## config.mk

```make
export PLATFORM = sky130hd
export DESIGN_NAME = s27_bist_ctrl
export DESIGN_NICKNAME = d
export VERILOG_FILES = /design/src/rtl/s27_bist_ctrl.sv
export SDC_FILE = /design/constraint.sdc
export NUM_CORES = 1
export LEC_CHECK = 0
export CORE_MARGIN = 1.5
export CORE_UTILIZATION = 31
export CTS_CLUSTER_DIAMETER = 100
export DETAILED_ROUTE_END_ITERATION = 16
export SYNTH_ARGS = -nofsm -noshare
export SYNTH_HDL_FRONTEND = slang
export SYNTH_SLANG_ARGS = --single-unit
```

## constraint.sdc

```tcl
create_clock -name clk -period 2.86 [get_ports clk]
set_clock_uncertainty 0.05 [all_clocks]
set_input_delay 0.572 -clock clk [delete_from_list [all_inputs] [get_ports clk]]
set_output_delay 0.572 -clock clk [all_outputs]
set_load 0.02 [all_outputs]
```

## src/rtl/s27_bist_ctrl.sv

```systemverilog
// Built-in self-test sequencer for the s27 core: initialises the core flops, applies
// LFSR vectors, compacts G17 into an 8-bit MISR and compares it with a golden signature.
module s27_bist_ctrl #(
    parameter int         NUM_PATTERNS = 255,
    parameter int         INIT_CYCLES  = 2,
    parameter logic [7:0] LFSR_SEED    = 8'h01,
    parameter logic [7:0] GOLDEN_SIG   = 8'h00
) (
    input  logic       clk,
    input  logic       rstn,
    input  logic       start_i,
    input  logic       abort_i,
    input  logic       core_out_i,
    output logic [3:0] pat_o,
    output logic       core_rstn_o,
    output logic       core_setn_o,
    output logic       busy_o,
    output logic       done_o,
    output logic       pass_o,
    output logic [7:0] sig_o
);
    // An all-zero seed would lock the LFSR, so it is replaced by 8'h01.
    localparam logic [7:0]    SEED      = (LFSR_SEED == 8'h00) ? 8'h01 : LFSR_SEED;
    localparam int            IW        = (INIT_CYCLES > 1) ? $clog2(INIT_CYCLES) : 1;
    localparam logic [IW-1:0] INIT_LAST = IW'(INIT_CYCLES - 1);
    localparam logic [15:0]   CNT_LAST  = 16'(NUM_PATTERNS);

    typedef enum logic [1:0] {
        S_IDLE,
        S_INIT,
        S_RUN,
        S_CMP
    } state_t;

    state_t        r_state, w_state_next;
    logic [7:0]    r_lfsr, w_lfsr_next;
    logic [7:0]    r_misr, w_misr_next;
    logic [15:0]   r_cnt, w_cnt_next;
    logic [IW-1:0] r_init_cnt, w_init_cnt_next;
    logic [3:0]    r_pat, w_pat_next;
    logic          r_core_rstn, w_core_rstn_next;
    logic          r_core_setn, w_core_setn_next;
    logic          r_done, w_done_next;
    logic          r_pass, w_pass_next;

    logic [7:0]    w_lfsr_step;
    logic [7:0]    w_misr_step;
    logic [15:0]   w_cnt_inc;

    assign w_lfsr_step = {r_lfsr[6:0], r_lfsr[7] ^ r_lfsr[5] ^ r_lfsr[4] ^ r_lfsr[3]};
    assign w_misr_step = {r_misr[6:0], r_misr[7] ^ r_misr[5] ^ r_misr[4] ^ r_misr[3]}
                         ^ {7'b0, core_out_i};
    assign w_cnt_inc   = r_cnt + 16'd1;

    always_ff @(posedge clk or negedge rstn) begin
        if (!rstn) begin
            r_state <= S_IDLE;
        end else begin
            r_state <= w_state_next;
        end
    end

    always_comb begin
        w_state_next     = r_state;
        w_lfsr_next      = r_lfsr;
        w_misr_next      = r_misr;
        w_cnt_next       = r_cnt;
        w_init_cnt_next  = r_init_cnt;
        w_pat_next       = r_pat;
        w_core_rstn_next = r_core_rstn;
        w_core_setn_next = r_core_setn;
        w_done_next      = 1'b0;
        w_pass_next      = r_pass;

        // Abort wins over start and over completion; the partial signature is kept.
        if (abort_i) begin
            w_state_next     = S_IDLE;
            w_pat_next       = 4'h0;
            w_core_rstn_next = 1'b1;
            w_core_setn_next = 1'b1;
            w_pass_next      = 1'b0;
        end else begin
            case (r_state)
                S_IDLE: begin
                    if (start_i) begin
                        w_state_next     = S_INIT;
                        w_misr_next      = 8'h00;
                        w_cnt_next       = 16'd0;
                        w_init_cnt_next  = '0;
                        w_pass_next      = 1'b0;
                        w_lfsr_next      = SEED;
                        w_pat_next       = 4'h0;
                        w_core_rstn_next = 1'b0;
                        w_core_setn_next = 1'b0;
                    end
                end
                S_INIT: begin
                    if (r_init_cnt == INIT_LAST) begin
                        w_state_next     = S_RUN;
                        w_pat_next       = r_lfsr[3:0];
                        w_core_rstn_next = 1'b1;
                        w_core_setn_next = 1'b1;
                    end else begin
                        w_init_cnt_next = r_init_cnt + 1'b1;
                    end
                end
                S_RUN: begin
                    // The response to the vector on pat_o is captured on this same edge.
                    w_misr_next = w_misr_step;
                    w_lfsr_next = w_lfsr_step;
                    w_cnt_next  = w_cnt_inc;
                    if (w_cnt_inc == CNT_LAST) begin
                        w_state_next = S_CMP;
                        w_pat_next   = 4'h0;
                    end else begin
                        w_pat_next = w_lfsr_step[3:0];
                    end
                end
                S_CMP: begin
                    w_state_next = S_IDLE;
                    w_pass_next  = (r_misr == GOLDEN_SIG);
                    w_done_next  = 1'b1;
                end
                default: begin
                    w_state_next = S_IDLE;
                end
            endcase
        end
    end

    always_ff @(posedge clk or negedge rstn) begin
        if (!rstn) begin
            r_lfsr      <= SEED;
            r_misr      <= 8'h00;
            r_cnt       <= 16'd0;
            r_init_cnt  <= '0;
            r_pat       <= 4'h0;
            r_core_rstn <= 1'b1;
            r_core_setn <= 1'b1;
            r_done      <= 1'b0;
            r_pass      <= 1'b0;
        end else begin
            r_lfsr      <= w_lfsr_next;
            r_misr      <= w_misr_next;
            r_cnt       <= w_cnt_next;
            r_init_cnt  <= w_init_cnt_next;
            r_pat       <= w_pat_next;
            r_core_rstn <= w_core_rstn_next;
            r_core_setn <= w_core_setn_next;
            r_done      <= w_done_next;
            r_pass      <= w_pass_next;
        end
    end

    assign pat_o       = r_pat;
    assign core_rstn_o = r_core_rstn;
    assign core_setn_o = r_core_setn;
    assign busy_o      = (r_state != S_IDLE);
    assign done_o      = r_done;
    assign pass_o      = r_pass;
    assign sig_o       = r_misr;

endmodule

```

# == Yosys cells after proc, flatten, opt, wreduce, memory -nomap -nowiden ==
# Cells that the tools add are included.
# totals
register_bits,42
in_bits,5
out_inout_bits,17
# op_classes
add_sub_neg,2
eq_ne,8
mux,26
bitwise,8
reduce_logical,14
# op_table
op,n
16-bit one-hot mux with 2 select lines,1
8-bit one-hot mux with 2 select lines,2
16-bit by 1-bit adder with 16-bit output (second input constant),1
16-bit by 8-bit == test with 1-bit output (second input constant),1
16-bit two-way mux,1
4-bit two-way mux,4
8-bit two-way mux,2
3-bit AND reduction,5
4-bit one-hot mux with 3 select lines,1
3-bit != test (second input constant),3
8-bit logical NOT,1
2-bit two-way mux,4
2-bit one-hot mux with 4 select lines,1
8-bit by 1-bit bitwise XOR with 8-bit output,1
1-bit two-way mux,7
1-bit one-hot mux with 2 select lines,3
2-bit nonzero test,3
3-bit nonzero test,2
1-bit bitwise XOR,6
2-bit == test (second input constant),2
4-bit nonzero test,1
2-bit by 1-bit == test with 1-bit output (second input constant),1
2-bit logical NOT,1
2-bit != test (second input constant),1
other kinds (3),3

# == Depth between registers and ports, before layout ==
# Gate-level depths: netlist of the first run.
# logic_depth
word_depth,6
mapped_depth,10

# == Worst setup path after synthesis of the first run ==
# Ideal clock, no wire load.
# synth_path
kind,register to register
start,register r_cnt[0]
end,register r_state[0]
setup_time_ps,125
arrival_time_ps,2114
path_slack_ps,571
stages_incl_launch_ff,8
cell_sequence,dfrtp_1 -> ha_1 -> and2_4 -> a211o_1 -> a2111oi_2 -> o2111ai_1 -> a21boi_1 -> mux2_2
# synth_between
elab_chain_cells,4
# synth_rtl
element,line_no,source
start: declaration,38,"logic [15:0] r_cnt, w_cnt_next;"
start signal: assignment,145,r_cnt <= w_cnt_next;
16-bit by 1-bit adder with 16-bit output,53,assign w_cnt_inc = r_cnt + 16'd1;
16-bit by 8-bit == test with 1-bit output,112,if (w_cnt_inc == CNT_LAST) begin
3-bit != test (no source line),--,
3-bit AND reduction (no source line),--,
end signal: assignment,59,r_state <= w_state_next;
end: declaration,35,"state_t r_state, w_state_next;"
# Every way passes these cells.
# A chain may end at the register's enable or synchronous reset.

# == Worst setup path after layout of the first run ==
# layout_path
start,register r_cnt[0]
end,register r_state[1]
# Same word-level chain as after synthesis.

==> summary.md, run 1 <==
| Metric | Value |
|---|---|
| Detailed Route Iter0 Violations | 86 |
| Net Count, Synth | 274 |
| Vias | 1920 |
| Critical Path Source Type | register |
| Yosys top cell area share | 0.423 |
| EDFF count, synth | 0 |
| Final core occ | 0.382 |
| Fraction of registers with async set or reset after synthesis | 1.00 |
| Vias per cell | 5.07 |
| Vias in the first global route | 1924 |
| Worst Setup EP | r_state[1] |
| Io pins | 22 |
| CORE AREA | 7330 um^2 |
| Initial antenna violation count | 0 |
| Worst-Skew Late Latency | 0.30 ns |
| Max Root-Sink Buffers | 2 |
| Cell Rows | 31 |
| Final wirelength | 5170 um |
| # port buffers | 21 |
| Global route overflow | 0 |
| Sinks on Clock Net | 42 |
| Prevailing post-synth register cell | dfrtp_1 |
| CTS tree | built |
| Worst hold path class | in2async |
| Tot GR Track Use | 0.138 |
| Setup_tns | 0 ns |
| Setup-failing EPs final | 0 |
| Hpwl dp | 3520 um |
| Critical-path top delay cell | dfrtp_1 |
| R2R Path End | r_state[1] |
| Reg2reg path depth | 7 |
| Fillers | 751 |
| Post-route DRC | 0 |
| Initial core utilization | 0.323 |
| Routed WL per cell | 13.6 um |
| WS Path Type | reg2reg |
| CP Capture Type | register |
| Status | complete, no violations |
| Seq pwr share | 0.390 |
| Area grow syn2layout | 18.5% |
| Net Sw Power | 633 uW |
| Crit path required time | 3.00 ns |
| Slew Limit Fails | 0 |
| Clock network fraction of total power | 0.318 |
| # hold bufs at CTS | 0 |
| Post-DRT Antenna Nets | 0 |
| First-pass GRT wire length | 9260 um |
| Share of cells above drive strength 1 | 0.0964 |
| H-tree depth | 2 |
| Clock slew at reported path FFs | 0.09 ns |
| WP data arrival | 2.67 ns |
| Area of the mapped netlist | 2370 um^2 |
| Die area | 8170 um^2 |
| Slew Limit Headroom | 0.374 |
| Syn Inst Count | 263 |
| Gate power share | 0.292 |
| PD cells | 665 nW/um^2 |
| Number of max-cap violations | 0 |
| RSZ-0062 raised after global routing | false |
| Worst hold margin | 0.343 ns |
| Slew @ Worst Pin | 0.939 ns |
| DIE WIDTH | 90.4 um |
| Syn_area_per_cell | 9.00 um^2 |
| Critical path's largest stage delay | 0.45 ns |
| # diodes | 0 |
| Synth Register Bits | 42 |
| Drt pass-1 iters | 4 |
| Total clock buffers created by CTS | 5 |
| Peak VDD IR | 0.287 mV |
| Worst Path Max Fanout | 13 |
| Leak | 0.00130 uW |
| Synth Warn # | 0 |
| Root Buffer | clkbuf_8 |
| Worst R2R Start | r_cnt[0] |
| Pint | 1230 uW |
| Final Net Count | 290 |
| GPL Wtd Cong | 0.814 |
| Crit path from | r_cnt[0] |
| Setup slack, reg-to-reg | 0.33 ns |
| Switching Fraction | 0.340 |
| Largest net degree at the start of global routing | 43 |
| Final period util | 0.884 |
| Synth cell types | 43 |
| Final min period | 2.53 ns |
| # resized after CTS | 0 |
| Seq/Total Area, Yosys | 0.445 |
| Ranking of synthesized cells by area | dfrtp_1, nand2_1, nand3_1, a22o_1, xnor2_1 |
| Post-CTS Setup Inserts | 0 |
| Synth area leader | dfrtp_1 |
| Chip height | 90.4 um |
| FMAX | 396 MHz |
| Crit path cell chain | ha_1, and2_4, a211o_1, a2111oi_2, o2111ai_1, a21boi_1, mux2_2 |
| Hold Fails Final Rpt | 0 |
cell usage in the layout (no fill, tap or decap), types with 2 or more instances in the layout:
master,n
o21ai_0,11
clkdlybuf4s50_1,20
a31oi_1,3
mux2i_1,2
nor2b_1,2
dfstp_2,2
dfrtp_1,40
a22o_1,11
nor3_1,7
nor2_1,14
and2_1,2
a221o_1,5
nand4_1,3
buf_4,5
mux2_2,2
nor3_2,2
a21o_1,8
and4_4,3
xnor2_1,9
xor2_1,5
inv_1,8
ha_1,6
clkbuf_8,6
or3_1,2
and3_1,2
nand2_1,50
nand3_1,27
nor4_1,3
bufinv_16,2
a21oi_1,4
through the flow:
| step | total power (uW) | cells | setup WS (ns) | instance area (um^2) |
|---|---|---|---|---|
| final | 1860 | 379 | 0.333 | 2800 |
| after global routing | 1990 | 379 | 0.158 | 2800 |
| after CTS | 1890 | 379 | 0.313 | 2800 |
| after detailed placement | 1290 | 371 | 0.310 | 2660 |
| after global placement | 1280 | 371 | 0.406 | 2660 |
| after floorplan | 1090 | 263 | 0.571 | 2370 |
layout make-up:
type | count | area [um^2] | area share
sequential | 42 | 1050 | 0.376
multi-input combinational | 196 | 1210 | 0.432
clock inverter | 2 | 60.1 | 0.0214
clock buffer | 6 | 82.6 | 0.0295
inverter | 8 | 30.0 | 0.0107
tap | 99 | 124 | 0.0442
timing repair buffer | 26 | 243 | 0.0866
Yosys cell counts (2+ instances only):
| cell | number |
|---|---|
| a221o_1 | 5 |
| buf_2 | 2 |
| and2_1 | 2 |
| nor4_1 | 3 |
| nand4_1 | 3 |
| xor2_1 | 5 |
| inv_1 | 8 |
| nand2_1 | 50 |
| ha_1 | 6 |
| nor3_1 | 8 |
| nor2_1 | 14 |
| and4_4 | 3 |
| dfrtp_1 | 40 |
| mux2_2 | 2 |
| dfstp_2 | 2 |
| mux2i_1 | 2 |
| a31oi_1 | 3 |
| o21ai_0 | 11 |
| a21o_1 | 8 |
| or3_1 | 2 |
| a21oi_1 | 4 |
| and3_1 | 2 |
| a22o_1 | 11 |
| clkbuf_1 | 13 |
| xnor2_1 | 9 |
| nand3_1 | 27 |
| nor2b_1 | 2 |
state kept, by name, indices dropped and copies added (netlist names):
register,cells
pat_o,4
r_lfsr,8
r_state,2
r_cnt,16
core_setn_o,1
done_o,1
sig_o,8
r_init_cnt,1
pass_o,1
worst min path at each step:
stage / start / end / slack [ns]
2_1_floorplan: rstn / done_o / 0.23
6_report: rstn / r_cnt[7] / 0.34
4_1_cts: rstn / r_cnt[5] / 0.39
3_3_place_gp: r_lfsr[6] / r_lfsr[6] / 0.40
3_5_place_dp: r_lfsr[6] / r_lfsr[6] / 0.41
5_1_grt: rstn / r_cnt[5] / 0.43
cells by family (layout without fill, tap and decap cells):
group	Yosys count	count (layout)	synth area share
AOI/OAI and AO/OA	51	51	0.161
adders and majority gates	6	6	0.0317
buffers and inverters	25	42	0.0455
DFF	42	42	0.445
and+or+nand+nor	121	121	0.246
muxes	4	4	0.0180
xor gates and xnor gates	14	14	0.0518
power groups by stage:
stage          combinational (uW)  clock [uW]  sequential, uW
2_1_floorplan                 352           0             741
3_3_place_gp                  548           0             736
3_5_place_dp                  553           0             739
4_1_cts                       555         608             728
5_1_grt                       621         628             738
6_report                      544         593             727
layer usage:
layer | up-vias | GRT usage | share of wire | wire (um)
met5 | - | 0 | 0 | 0
met4 | 0 | 0.0688 | 0.022 | 112
met3 | 11 | 0.0261 | 0.031 | 161
met2 | 29 | 0.221 | 0.47 | 2420
met1 | 922 | 0.179 | 0.48 | 2470
li1 | 958 | - | - | -
critical path: cells and delay by family, from the launching register on:
kind | cells | cell delay [ns]
AO/OA/AOI/OAI | 4 | 1.02
adder cells (fa/ha/maj) | 1 | 0.31
flip-flops | 1 | 0.45
multiplexers | 1 | 0.36
AND/OR/NAND/NOR | 1 | 0.22
Power figures use the tool's default switching activity.
==> run 2: changes to the inputs <==
Settings changed: CAP_MARGIN set to 20.
==> results of run 2 <==
Final layout, timing and power as in run 1 (identical DEF).
